File: config.mk
export PLATFORM = sky130hd
export DESIGN_NAME = switch_bounce_gen
export DESIGN_NICKNAME = d
export VERILOG_FILES = /design/src/rtl/switch_bounce_pkg.sv /design/src/rtl/bounce_lfsr.sv /design/src/rtl/switch_bounce_gen.sv
export SDC_FILE = /design/constraint.sdc
export NUM_CORES = 1
export LEC_CHECK = 0
export BUFFER_PORTS_ARGS = -buffer_cell sky130_fd_sc_hd__buf_2
export CAP_MARGIN = 20
export CORE_AREA = 3 3 47 92
export CTS_BUF_LIST = sky130_fd_sc_hd__clkbuf_16
export CTS_CLUSTER_SIZE = 40
export DETAILED_ROUTE_END_ITERATION = 8
export DIE_AREA = 0 0 50 95
export PLACE_DENSITY = 0.82
export SETUP_SLACK_MARGIN = 0.05
export SKIP_LAST_GASP = 1
export SYNTH_ARGS = -nofsm -noshare
export SYNTH_HDL_FRONTEND = slang
export SYNTH_SLANG_ARGS = --single-unit
File: constraint.sdc
create_clock -name in_clk -period 5.9 [get_ports in_clk]
set_input_delay 0 -clock in_clk [delete_from_list [all_inputs] [get_ports in_clk]]
set_output_delay 0 -clock in_clk [all_outputs]
set_load 0.02 [all_outputs]
File: src/rtl/switch_bounce_pkg.sv
// Shared types and constants for the switch bounce generator.
package switch_bounce_pkg;

  typedef enum logic [1:0] {
    StIdle,
    StPressBounce,
    StHold,
    StReleaseBounce
  } state_e;

  // Fibonacci taps 16,14,13,11 expressed as bit positions 15,13,12,10.
  localparam logic [15:0] LfsrTaps = 16'hB400;

  localparam logic [15:0] DefaultSeed = 16'hACE1;

endpackage

File: src/rtl/bounce_lfsr.sv
// 16-bit Fibonacci LFSR: loads the seed on reset, shifts once per advance.
module bounce_lfsr
  import switch_bounce_pkg::*;
#(
  parameter logic [15:0] SEED = DefaultSeed
) (
  input  logic        in_clk,
  input  logic        reset,
  input  logic        advance,
  output logic [15:0] value
);

  // An all-zero state would lock the register up, so it is swapped for 1.
  localparam logic [15:0] SeedEff = (SEED == 16'h0000) ? 16'h0001 : SEED;

  logic [15:0] lfsr_q, lfsr_d;
  logic        feedback;

  // Next value: shift in the XOR of the tapped bits when advancing.
  always_comb begin
    feedback = ^(lfsr_q & LfsrTaps);
    lfsr_d   = lfsr_q;
    if (advance) begin
      lfsr_d = {lfsr_q[14:0], feedback};
    end
  end

  // State register with synchronous seed load.
  always_ff @(posedge in_clk) begin
    if (reset) begin
      lfsr_q <= SeedEff;
    end else begin
      lfsr_q <= lfsr_d;
    end
  end

  assign value = lfsr_q;

endmodule

File: src/rtl/switch_bounce_gen.sv
// Emulates a bouncing mechanical key: press edge, bounce toggles, hold, release
// edge, bounce toggles. Define SWITCH_BOUNCE_LFSR_EN for pseudo-random gaps
// (1 + lfsr[GAP_W-1:0]); otherwise every gap is 2**(GAP_W-1) cycles.
module switch_bounce_gen
  import switch_bounce_pkg::*;
#(
  parameter int unsigned BOUNCE_EDGES = 4,
  parameter int unsigned GAP_W        = 3,
  parameter logic [15:0] SEED         = DefaultSeed
) (
  input  logic        in_clk,
  input  logic        reset,
  input  logic        req_valid,
  input  logic [15:0] req_hold,
  output logic        req_ready,
  output logic        sw_out,
  output logic        busy,
  output logic        done
);

  localparam logic [7:0] Toggles = 8'(BOUNCE_EDGES);

  state_e      state_q, state_d;
  logic [15:0] cnt_q, cnt_d;
  logic [15:0] hold_q, hold_d;
  logic [7:0]  tog_q, tog_d;
  logic        sw_q, sw_d;
  logic        done_q, done_d;
  logic        ready_q, busy_q;
  logic        gap_load;
  logic [15:0] gap;
  logic [15:0] hold_eff;

`ifdef SWITCH_BOUNCE_LFSR_EN
  logic [15:0] lfsr_value;
  logic        unused_lfsr_bits;

  bounce_lfsr #(
    .SEED(SEED)
  ) u_lfsr (
    .in_clk (in_clk),
    .reset  (reset),
    .advance(gap_load),
    .value  (lfsr_value)
  );

  assign gap              = 16'(lfsr_value[GAP_W-1:0]) + 16'd1;
  assign unused_lfsr_bits = ^lfsr_value[15:GAP_W];
`else
  localparam logic [15:0] GapFixed = 16'd1 << (GAP_W - 1);
  logic unused_gap_load;

  assign gap             = GapFixed;
  assign unused_gap_load = gap_load;
`endif

  assign hold_eff = (req_hold == 16'd0) ? 16'd1 : req_hold;

  // Next-state logic. cnt_q == 1 marks the edge where the next level change lands.
  always_comb begin
    state_d  = state_q;
    cnt_d    = cnt_q;
    hold_d   = hold_q;
    tog_d    = tog_q;
    sw_d     = sw_q;
    done_d   = 1'b0;
    gap_load = 1'b0;
    unique case (state_q)
      StIdle: begin
        if (req_valid) begin
          sw_d   = 1'b1;
          hold_d = hold_eff;
          if (Toggles != 8'd0) begin
            state_d  = StPressBounce;
            cnt_d    = gap;
            gap_load = 1'b1;
            tog_d    = Toggles;
          end else begin
            state_d = StHold;
            cnt_d   = hold_eff;
          end
        end
      end
      StPressBounce: begin
        if (cnt_q == 16'd1) begin
          sw_d  = ~sw_q;
          tog_d = tog_q - 8'd1;
          if (tog_q == 8'd1) begin
            state_d = StHold;
            cnt_d   = hold_q;
          end else begin
            cnt_d    = gap;
            gap_load = 1'b1;
          end
        end else begin
          cnt_d = cnt_q - 16'd1;
        end
      end
      StHold: begin
        if (cnt_q == 16'd1) begin
          sw_d = 1'b0;
          if (Toggles != 8'd0) begin
            state_d  = StReleaseBounce;
            cnt_d    = gap;
            gap_load = 1'b1;
            tog_d    = Toggles;
          end else begin
            state_d = StIdle;
            cnt_d   = 16'd0;
            done_d  = 1'b1;
          end
        end else begin
          cnt_d = cnt_q - 16'd1;
        end
      end
      StReleaseBounce: begin
        if (cnt_q == 16'd1) begin
          sw_d  = ~sw_q;
          tog_d = tog_q - 8'd1;
          if (tog_q == 8'd1) begin
            state_d = StIdle;
            cnt_d   = 16'd0;
            done_d  = 1'b1;
          end else begin
            cnt_d    = gap;
            gap_load = 1'b1;
          end
        end else begin
          cnt_d = cnt_q - 16'd1;
        end
      end
      default: begin
        state_d = StIdle;
      end
    endcase
  end

  // State and registered outputs; ready/busy follow the state being entered.
  always_ff @(posedge in_clk) begin
    if (reset) begin
      state_q <= StIdle;
      cnt_q   <= 16'd0;
      hold_q  <= 16'd0;
      tog_q   <= 8'd0;
      sw_q    <= 1'b0;
      done_q  <= 1'b0;
      ready_q <= 1'b1;
      busy_q  <= 1'b0;
    end else begin
      state_q <= state_d;
      cnt_q   <= cnt_d;
      hold_q  <= hold_d;
      tog_q   <= tog_d;
      sw_q    <= sw_d;
      done_q  <= done_d;
      ready_q <= (state_d == StIdle);
      busy_q  <= (state_d != StIdle);
    end
  end

  assign req_ready = ready_q;
  assign busy      = busy_q;
  assign sw_out    = sw_q;
  assign done      = done_q;

endmodule
; After elaboration in Yosys (flattened, before gate mapping)
; Cells that the tools add are included.
[word_totals]
output_inout_bits = 4
register_bits = 46
n_memories = 0
latch_bits = 0
ram_bits = 0
elab_cells = 53
inputBits = 19
romBits = 0
[classes]
reduce_logical = 8
n_shift = 0
n_eq_ne = 8
div_mod_pow = 0
n_mul = 0
addsub = 2
muxes = 24
n_lt_le_gt_ge = 0
bitwise = 3
[op_table]
columns = cell, n
row1 = two-way mux 16 bit, 6
row2 = one-hot mux 16 bit (4 select lines), 1
row3 = two-way mux 8 bit, 3
row4 = one-hot mux 8 bit (3 select lines), 1
row5 = "== test 16 x 1 -> 1 bit, second input constant", 1
row6 = zero test 16 bit, 1
row7 = "subtractor 16 x 1 -> 16 bit, second input constant", 1
row8 = two-way mux 2 bit, 6
row9 = "== test 8 x 1 -> 1 bit, second input constant", 1
row10 = one-hot mux 2 bit (4 select lines), 1
row11 = "subtractor 8 x 1 -> 8 bit, second input constant", 1
row12 = "== test 2 bit, second input constant", 2
row13 = zero test 2 bit, 2
row14 = two-way mux 1 bit, 4
row15 = "!= test 2 bit, second input constant", 2
row16 = two-way mux 3 bit, 1
row17 = NOT 1 bit, 3
row18 = one-hot mux 1 bit (3 select lines), 1
row19 = AND reduction 3 bit, 1
row20 = OR reduction 3 bit, 1
row21 = "== test 2 x 1 -> 1 bit, second input constant", 1
row22 = "!= test 2 x 1 -> 1 bit, second input constant", 1
row23 = AND reduction 2 bit, 1
row24 = nonzero test 2 bit, 1
row25 = OR reduction 2 bit, 1

; Logic depth before layout (Yosys ltp)
; Gate-level depths: netlist (run 1).
[depth]
depth_word = 5
depth_mapped = 9
mapped_depth_nobuf = 7

; Worst setup path after synthesis (run 1)
; Ideal clock, no wire load.
[synth_path]
path_kind = reg2reg
startpoint = register cnt_q[2]
endpoint = register tog_q[5]
synth_period_minus_slack_ps = 2015
required_time_ps = 5828
setup_time_ps = 72
arrival_ps = 1943
path_buffers = 1
path_slack_ps = 3885
stages_incl_launch_ff = 7
cell_sequence = dfxtp_1 -> buf_2 -> or4_4 -> nor4_4 -> a22oi_1 -> or4b_1 -> a21oi_1
[synth_between]
elab_chain_len = 3
elab_cells_between_ends = 4
cone_classes = eq/ne: 3 / reduce/logical: 1
[synth_lines]
columns = item, line_no
row1 = start: declaration, switch_bounce_gen.sv:24  ; logic [15:0] cnt_q, cnt_d;
row2 = start signal: assignment, switch_bounce_gen.sv:151  ; cnt_q <= cnt_d;
row3 = == test 16 x 1 -> 1 bit (*), "switch_bounce_gen.sv:85, switch_bounce_gen.sv:100, switch_bounce_gen.sv:117"
row4 = != test 2 bit (no source line) or != test 2 x 1 -> 1 bit (tied branches), --
row5 = AND reduction 3 bit (no source line) (*), --
row6 = end signal: assignment, switch_bounce_gen.sv:153  ; tog_q <= tog_d;
row7 = end: declaration, switch_bounce_gen.sv:26  ; logic [7:0] tog_q, tog_d;
; Mark *: on every way between the ends. The rest lies on a longest branch, timed or not.
; A chain may end at the register's enable or synchronous reset.

; Final worst setup path (run 1)
[layout_path]
startpoint = register cnt_q[0]
endpoint = register tog_q[3]
; Same word-level chain as after synthesis.

==> flow_summary.ini, run 1 <==
[run_status]
status = finished, final reports clean

[sta]
skew_ns = 0.00515
max_slew_margin_pct = 35.4
worst_pin_slew_ns = 0.964
setup_viol = 0
final-hold-violation-count = 0
rsz0062_at_grt = false
slew_viol_final = 0
fin_tns_setup_ns = 0
min_period_over_period_pct = 48.9
fmax_ghz = 0.346
fin_crit_ns = 2.89

[cts]
cts_sinks = 46
cts.path.max_buffers = 2
cts_setup_buffers = 0
cts_tree = yes
cts_max_level = 2
root_buffer = clkbuf_16
clkLatencyLatePin_ns = 0.28
cts_inserted_buffers = 5
clkTransAtPathRegs_ns = 0.06

[global_routing]
grt_pass1_wl_um = 10500
grt_max_degree = 31
track_usage_pct = 28.9
antenna_found_initial = 0
grt-ovfl-total = 0
grt_pass1_vias = 2237

[critical_path]
cpPeakStageDelay_ns = 0.84
cp-end-kind = register
critPathArrivalTime_ns = 3.10
critPathMaxFanout = 26
critical_path_class = reg2reg
critPathSlowestCell = and4_1
start_kind = register
crit_buf_inv = 0
cpMostUsedCell = a21oi_1
path_cells = ha_1, nor4b_1, and4_1, a21oi_1, or4_1, a21oi_1
critPathTopFamily = simple AND/OR/NAND/NOR gates
worstPathRequired_ns = 6.11

[yosys]
synth_flop_cell = dfxtp_1
synth-edff-count = 0
netlist_area_um2 = 2320
yosysWarnings = 0
async_flop_share_pct = 0
yosys-top-cells-area = dfxtp_1, a21oi_1, nand2_1
synth_common_cells = dfxtp_1, nand2_1, a21oi_1
syn_area_per_cell_um2 = 7.95
synth_cell_types = 49
yosysMostFrequentCell = dfxtp_1
synth_top_cell_by_area = dfxtp_1
yosysTopAreaCellShare_pct = 39.7
syn_nets = 315
syn_inst = 292
ys_seq_area_share_pct = 39.7
synth_seq_cells = 46

[routing]
wl_per_cell_um = 17.5
route.detailed.vias_per_inst = 6.39
antenna_left = 0
dr.first_iter.drc_count = 105
first_pass_iters = 4
via_count = 2351
drc = 0
totalWireLength_um = 6430

[run]
maxCapViolCount = 0

[cells_and_area]
layout-drive-gt1-share_pct = 12.5
final_cells = 368
antenna_cells = 0
area_growth_syn_to_layout_pct = 16.9
finalNetCount = 341

[placement]
hpwl_um = 4450
io_buffers = 22
dp_cells = 345
place_congestion = 0.931

[floorplan]
die_h_um = 95
die_x_um = 50
die_area_um2 = 4750
rows = 31
core_um2 = 3680
io_pins = 23
start_util_pct = 63.0

[hold_path]
hp-class = in2reg

[power]
p_leak_nw = 1.02
p_per_area_nw_per_um2 = 313
vdd_ir_drop_max_v = 0.000241
layout make-up:
cell class / instances / area [um^2]
Multi-Input combinational cell: 221 / 1310
Fill cell: 289 / 970
Sequential cell: 46 / 921
Timing Repair Buffer: 38 / 268
Clock buffer: 5 / 125
Tap cell: 49 / 61.3
Inverter: 6 / 22.5
Clock inverter: 3 / 12.5
stage by stage:
| step | hold WS (ns) | cell area, um^2 | worst slack (ns) | util [%] | power [mW] |
|---|---|---|---|---|---|
| 2_1_floorplan | 0.136 | 2320 | 3.89 | - | 0.529 |
| 3_3_place_gp | 0.253 | 2430 | 3.19 | 65.9 | 0.572 |
| 3_5_place_dp | 0.258 | 2430 | 3.05 | 65.9 | 0.577 |
| 4_1_cts | 0.0352 | 2720 | 3.04 | 73.7 | 0.848 |
| 5_1_grt | 0.0422 | 2720 | 2.77 | 73.7 | 0.893 |
| 6_report | 0.0290 | 2720 | 3.01 | 73.7 | 0.849 |
timing repair:
action,in CTS,in global routing
endpoints found under the hold margin,15,0
resized for setup,0,0
hold buffers,15,0
flip-flops by register name (all words and copies together), names as in the netlist:
register and cells:
cnt_q 16, state_q 2, req_ready 1, tog_q 8, hold_q 16, done 1
busy 1, sw_out 1
layout by cell type, fill, tap and decap left out, types with 4 or more instances in the layout:
master	n
a21oi_1	32
a22o_1	4
a31oi_1	11
buf_2	22
clkbuf_16	5
dfxtp_1	46
dlygate4sd3_1	15
ha_1	4
inv_1	7
nand2_1	36
nand3_1	6
nand4_1	4
nor2_1	21
nor3_1	16
nor4_1	8
o21ai_0	13
o22ai_1	4
or2_2	4
or3_1	4
or4_1	7
cell families (layout without fill, tap and decap cells):
kind of cell    count (synthesis)  count (layout)  share of synthesized area (%)
fa+ha+maj                       4               4                           2.16
flops                          46              46                           39.7
compound gates                 84              84                           22.0
simple gates                  130             130                           30.7
buf+inv                        25              52                           4.36
xor+xnor                        3               3                           1.13
worst paths after layout:
| check | startpoint | to | slack [ns] | depth (start not counted) |
|---|---|---|---|---|
| max | cnt_q[0] | tog_q[3] | 3.01 | 6 |
| min | req_hold[0] | hold_q[0] | 0.03 | 3 |
| max reg2reg | cnt_q[0] | tog_q[3] | 3.01 | 6 |
| min reg2reg | hold_q[2] | hold_q[2] | 0.45 | 2 |
worst min-delay path, stage by stage:
cell      delay, ns
buf_2          0.08
a311oi_1       0.04
nor3_1         0.14
power by group:
part           switching, mW  internal [mW]
sequential            0.0290          0.336
clock                  0.111          0.153
combinational          0.129         0.0905
total                  0.269          0.580
per-layer routing:
| metal | GRT usage (%) | wire, um | up-vias |
|---|---|---|---|
| met5 | 0 | 0 | - |
| met4 | 21.0 | 433 | 0 |
| met3 | 5.21 | 290 | 29 |
| met2 | 51.9 | 3490 | 87 |
| met1 | 28.9 | 2210 | 1097 |
| li1 | - | - | 1138 |
No activity file was read; power rests on OpenSTA's default activity.
==> inputs of run 2 (changes only) <==
--- a/config.mk
+++ b/config.mk
@@ -7,12 +7,12 @@
 export LEC_CHECK = 0
 export BUFFER_PORTS_ARGS = -buffer_cell sky130_fd_sc_hd__buf_2
 export CAP_MARGIN = 20
-export CORE_AREA = 3 3 47 92
+export CORE_AREA = 3 3 49 96
 export CTS_BUF_LIST = sky130_fd_sc_hd__clkbuf_16
 export CTS_CLUSTER_SIZE = 40
 export DETAILED_ROUTE_END_ITERATION = 8
-export DIE_AREA = 0 0 50 95
-export PLACE_DENSITY = 0.82
+export DIE_AREA = 0 0 52 99
+export PLACE_DENSITY = 0.76
 export SETUP_SLACK_MARGIN = 0.05
 export SKIP_LAST_GASP = 1
 export SYNTH_ARGS = -nofsm -noshare
==> constraint.sdc (replaced) <==
create_clock -name in_clk -period 2.9 [get_ports in_clk]
set_input_delay 0 -clock in_clk [delete_from_list [all_inputs] [get_ports in_clk]]
set_output_delay 0 -clock in_clk [all_outputs]
set_load 0.02 [all_outputs]
==> flow_summary.ini, run 2 (same netlist as run 1, synthesis figures left out) <==
[run_status]
status = finished, final reports clean

[critical_path]
critical_path_class = reg2reg
critPathArrivalTime_ns = 2.55
cp-end-kind = register
start_kind = register
r2r_cells = 5
critPathMaxFanout = 8
worstPathRequired_ns = 3.12

[sta]
fmax_ghz = 0.429
final-hold-violation-count = 0
min_period_over_period_pct = 80.3
max_slew_margin_pct = 54.3
rsz0062_at_grt = false
slew_viol_final = 0
fin_crit_ns = 2.33
skew_ns = 0.00589
worst_pin_slew_ns = 0.680
setup_viol = 0
fin_tns_setup_ns = 0

[global_routing]
use_met1_pct = 29.2
use_met2_pct = 46.1
grt_pass1_vias = 2300
gr-max-usage-layer = met2
antenna_found_initial = 0
track_usage_pct = 26.9
grt_max_degree = 31
met3_usage_pct = 4.39
grt-ovfl-total = 0
grt_pass1_wl_um = 10500

[cells_and_area]
fillers = 351
layout-drive-gt1-share_pct = 14.2
antenna_cells = 0
multiInputGateArea_um2 = 1300
layout_common_cells = dfxtp_1, nand2_1, a21oi_1
top_regs = cnt_q: 16 flops, hold_q: 16 flops, tog_q: 8 flops
finalNetCount = 346
seq_area_um2 = 921
area_growth_syn_to_layout_pct = 19.7
final_common_cell = dfxtp_1

[floorplan]
start_util_pct = 56.8
die_area_um2 = 5150
core_um2 = 4090
rows = 33
die_h_um = 99
io_pins = 23
die_x_um = 52

[cts]
clkLatencyLatePin_ns = 0.29
clkTransAtPathRegs_ns = 0.06
post_cts_resized = 0
cts_max_level = 2
cts_inserted_buffers = 5
cts_setup_buffers = 0
cts_sinks = 46
cts_tree = yes
root_buffer = clkbuf_16
cts.path.max_buffers = 2

[power]
p_per_area_nw_per_um2 = 661
vdd_ir_drop_max_v = 0.000699
p_total_mw = 1.84
p_leak_nw = 1.05

[hold_path]
hp-class = in2reg
worstHoldPathCells = 3

[run]
maxCapViolCount = 0

[routing]
antenna_left = 0
route.detailed.vias_per_inst = 6.26
via_count = 2352
totalWireLength_um = 6360
wl_per_cell_um = 16.9
drc = 0
dr.first_iter.drc_count = 106
first_pass_iters = 4

[placement]
io_buffers = 22
hpwl_um = 4430
place_congestion = 0.918
==> run 2: cell count changes in the layout (fill, tap and decap cells not counted), sizes merged <==
| cell | previous run | this run |
|---|---|---|
| inv | 7 | 6 |
| bufinv | 0 | 1 |
| buf | 23 | 28 |
==> run 2: what timing repair did <==
| item | in CTS | in global routing |
|---|---|---|
| endpoints found under the setup margin | 0 | 0 |
| endpoints found under the hold margin | 15 | 0 |
| hold buffers | 15 | 0 |
==> run 2: metrics by stage <==
stage	setup WS [ns]	hold WS [ns]	cells	utilization (%)	instance area, um^2
floorplan	0.885	0.136	292	-	2320
CTS	0.576	0.0300	376	68.0	2780
global route	0.422	0.0789	376	68.0	2780
detailed placement	0.605	0.260	353	60.3	2460
finish	0.570	0.0238	376	68.0	2780
global placement	0.624	0.254	353	60.3	2460
==> run 2: path summary, 6_finish.rpt <==
| kind | start | to | slack [ns] |
|---|---|---|---|
| setup / recovery | cnt_q[4] | tog_q[5] | 0.57 |
| hold reg to reg | hold_q[9] | hold_q[9] | 0.46 |
| setup reg to reg | cnt_q[4] | tog_q[5] | 0.57 |
| hold / removal | req_hold[0] | hold_q[0] | 0.02 |
==> run 2: final cells by class <==
| class | instances | share of cell area, % |
|---|---|---|
| multi-input cells | 221 | 46.8 |
| flip-flops and latches | 46 | 33.1 |
| repair buffers | 43 | 11.0 |
| clock buffers | 5 | 4.50 |
| well taps | 52 | 2.34 |
| clock inverters | 3 | 1.44 |
| inverters | 6 | 0.810 |
==> run 2: worst max-delay path, stage by stage, from the launching register on <==
cell     delay (ns)
dfxtp_1        0.37
or4_1          0.68
nor4_4         0.41
a22oi_1        0.17
or4b_1         0.48
a21oi_1        0.14
==> run 2: routing by layer <==
metal / up-vias / share of wire (%)
met5: - / 0
met2: 82 / 53
met1: 1093 / 37
li1: 1154 / -
met3: 23 / 5.0
met4: 0 / 5.3
==> run 2: power breakdown <==
part | internal, mW | leakage [nW] | switching [mW] | total, mW
Clock | 0.403 | 0.0836 | 0.239 | 0.642
Sequential | 0.684 | 0.377 | 0.0578 | 0.742
Combinational | 0.191 | 0.593 | 0.262 | 0.453
==> inputs of run 3 (changes only) <==
--- a/config.mk
+++ b/config.mk
@@ -5,14 +5,15 @@
 export SDC_FILE = /design/constraint.sdc
 export NUM_CORES = 1
 export LEC_CHECK = 0
+export ABC_AREA = 1
 export BUFFER_PORTS_ARGS = -buffer_cell sky130_fd_sc_hd__buf_2
 export CAP_MARGIN = 20
-export CORE_AREA = 3 3 49 96
+export CORE_AREA = 3 3 55 107
 export CTS_BUF_LIST = sky130_fd_sc_hd__clkbuf_16
 export CTS_CLUSTER_SIZE = 40
 export DETAILED_ROUTE_END_ITERATION = 8
-export DIE_AREA = 0 0 52 99
-export PLACE_DENSITY = 0.76
+export DIE_AREA = 0 0 58 110
+export PLACE_DENSITY = 0.74
 export SETUP_SLACK_MARGIN = 0.05
 export SKIP_LAST_GASP = 1
 export SYNTH_ARGS = -nofsm -noshare
==> constraint.sdc (replaced) <==
create_clock -name in_clk -period 2.04 [get_ports in_clk]
set_input_delay 0 -clock in_clk [delete_from_list [all_inputs] [get_ports in_clk]]
set_output_delay 0 -clock in_clk [all_outputs]
set_load 0.02 [all_outputs]
==> flow_summary.ini, run 3 <==
[cells_and_area]
finalNetCount = 498
layout_common_cells = nand2_1, dfxtp_1, nor2_1
multiInputGateArea_um2 = 1570
layout-drive-gt1-share_pct = 12.6
top_regs = cnt_q: 16 flops, hold_q: 16 flops, tog_q: 8 flops
final_common_cell = nand2_1
antenna_cells = 0
area_growth_syn_to_layout_pct = 16.6
seq_area_um2 = 921
final_util_pct = 61.4
fillers = 495

[sta]
fin_tns_setup_ns = 0
fin_crit_ns = 1.67
rsz0062_at_grt = false
min_period_over_period_pct = 82.0
fin_ws_ns = 0.366
setup_viol = 0
slew_viol_final = 0
final-hold-violation-count = 0
fmax_ghz = 0.598
worst_pin_slew_ns = 0.464
max_slew_margin_pct = 69.0
skew_ns = 0.00440

[critical_path]
cp-end-kind = register
start_kind = register
critPathMaxFanout = 10
worstSetupPathDepth = 10
critPathSlowestCell = dfxtp_1
worstPathRequired_ns = 2.20
r2r_cells = 10
path_cells = ha_1, nand2_1, nor2_1, nand2_1, nor2_4, nand2_2, nand2_2, inv_2, nand2_1, a21oi_1
critical_path_class = reg2reg
cpMostUsedCell = nand2_1
crit_buf_inv = 1
critPathTopFamily = simple AND/OR/NAND/NOR gates
cpPeakStageDelay_ns = 0.42
critPathArrivalTime_ns = 1.83

[floorplan]
die_area_um2 = 6380
start_util_pct = 52.6
io_pins = 23
die_h_um = 110
rows = 37
die_x_um = 58
core_um2 = 5180

[yosys]
ys_seq_area_share_pct = 33.7
synth-edff-count = 0
yosysTopAreaCellShare_pct = 33.7
async_flop_share_pct = 0
yosys-top-cells-area = dfxtp_1, nand2_1, nand3_1
synth_cell_types = 28
synth_top_cell_by_area = dfxtp_1
yosysMostFrequentCell = nand2_1
synth_seq_cells = 46
synth_common_cells = nand2_1, dfxtp_1, nor2_1
syn_area_per_cell_um2 = 6.23
synth_flop_cell = dfxtp_1
syn_inst = 438
netlist_area_um2 = 2730
syn_nets = 461
yosysWarnings = 0

[placement]
dp_slack_ns = 0.250
hpwl_um = 5250
place_congestion = 0.897
io_buffers = 22

[routing]
antenna_left = 0
dr.first_iter.drc_count = 108
first_pass_iters = 4
totalWireLength_um = 7280
via_count = 2857
route.detailed.vias_per_inst = 5.35
wl_per_cell_um = 13.6
drc = 0

[run]
maxCapViolCount = 0

[cts]
cts_sinks = 46
cts.path.max_buffers = 2
cts_inserted_buffers = 5
clkLatencyLatePin_ns = 0.29
cts_tree = yes
post_cts_resized = 0
cts_max_level = 2
root_buffer = clkbuf_16
clkTransAtPathRegs_ns = 0.06

[global_routing]
grt_pass1_vias = 2757
track_usage_pct = 24.5
grt_pass1_wl_um = 12100
grt_max_degree = 33
antenna_found_initial = 0
grt-ovfl-total = 0

[hold_path]
hp-class = in2reg
worstHoldPathCells = 3

[run_status]
status = finished, final reports clean

[power]
p_per_area_nw_per_um2 = 846
vdd_ir_drop_max_v = 0.000735
p_leak_nw = 1.54
## run 3: worst paths after layout
check	startpoint	to	slack, ns
setup reg to reg	cnt_q[0]	tog_q[0]	0.37
hold reg to reg	hold_q[2]	hold_q[2]	0.47
hold / removal	req_valid	cnt_q[2]	0.11
setup / recovery	cnt_q[0]	tog_q[0]	0.37
## run 3: cell families (layout without fill, tap and decap cells)
logic type / after synthesis / count (layout) / share of synthesized area (%)
AO/OA/AOI/OAI: 49 / 49 / 10.0
XOR/XNOR: 6 / 6 / 1.93
adder cells (fa/ha/maj): 4 / 4 / 1.83
buffers and inverters: 56 / 94 / 8.76
flip-flops: 46 / 46 / 33.7
AND/OR/NAND/NOR: 277 / 277 / 43.7
## run 3: stage by stage
step / cells / power [mW] / cell area, um^2 / hold WS, ns
after floorplan: 438 / 1.71 / 2730 / 0.144
after global placement: 509 / 1.87 / 2860 / 0.261
after detailed placement: 509 / 1.89 / 2860 / 0.268
after CTS: 533 / 2.70 / 3160 / 0.106
after global routing: 534 / 2.86 / 3180 / 0.117
final: 534 / 2.69 / 3180 / 0.107
## run 3: worst register-to-register path, delay by kind of cell, from the launching register on
family / cells / cell delay, ns
AO/OA/AOI/OAI: 1 / 0.07
adder cells (fa/ha/maj): 1 / 0.20
buffers and inverters: 1 / 0.11
flip-flops: 1 / 0.42
AND/OR/NAND/NOR: 7 / 0.74
## run 3: layout make-up
cell class | count | area share [%]
multi-input combinational | 336 | 49.3
timing repair buffer | 43 | 10.1
tap | 58 | 2.28
clock inverter | 3 | 0.393
clock buffer | 5 | 3.93
inverter | 43 | 5.07
sequential | 46 | 28.9
## run 3: repair_timing
action / in CTS / in global routing
setup endpoints to repair: 0 / 12
hold endpoints to repair: 16 / 0
hold buffers: 16 / 0
setup buffers: 0 / 1
## run 3: routing by layer
metal	GRT usage, %	routed length [um]	up-vias
met5	0	0	-
met4	14.4	359	0
met3	3.15	209	28
met2	47.0	3970	73
met1	24.1	2740	1298
li1	-	-	1458
## run 3: power by group
| group | switching [mW] | internal (mW) |
|---|---|---|
| clock network | 0.333 | 0.443 |
| registers | 0.0755 | 0.971 |
| logic | 0.548 | 0.321 |
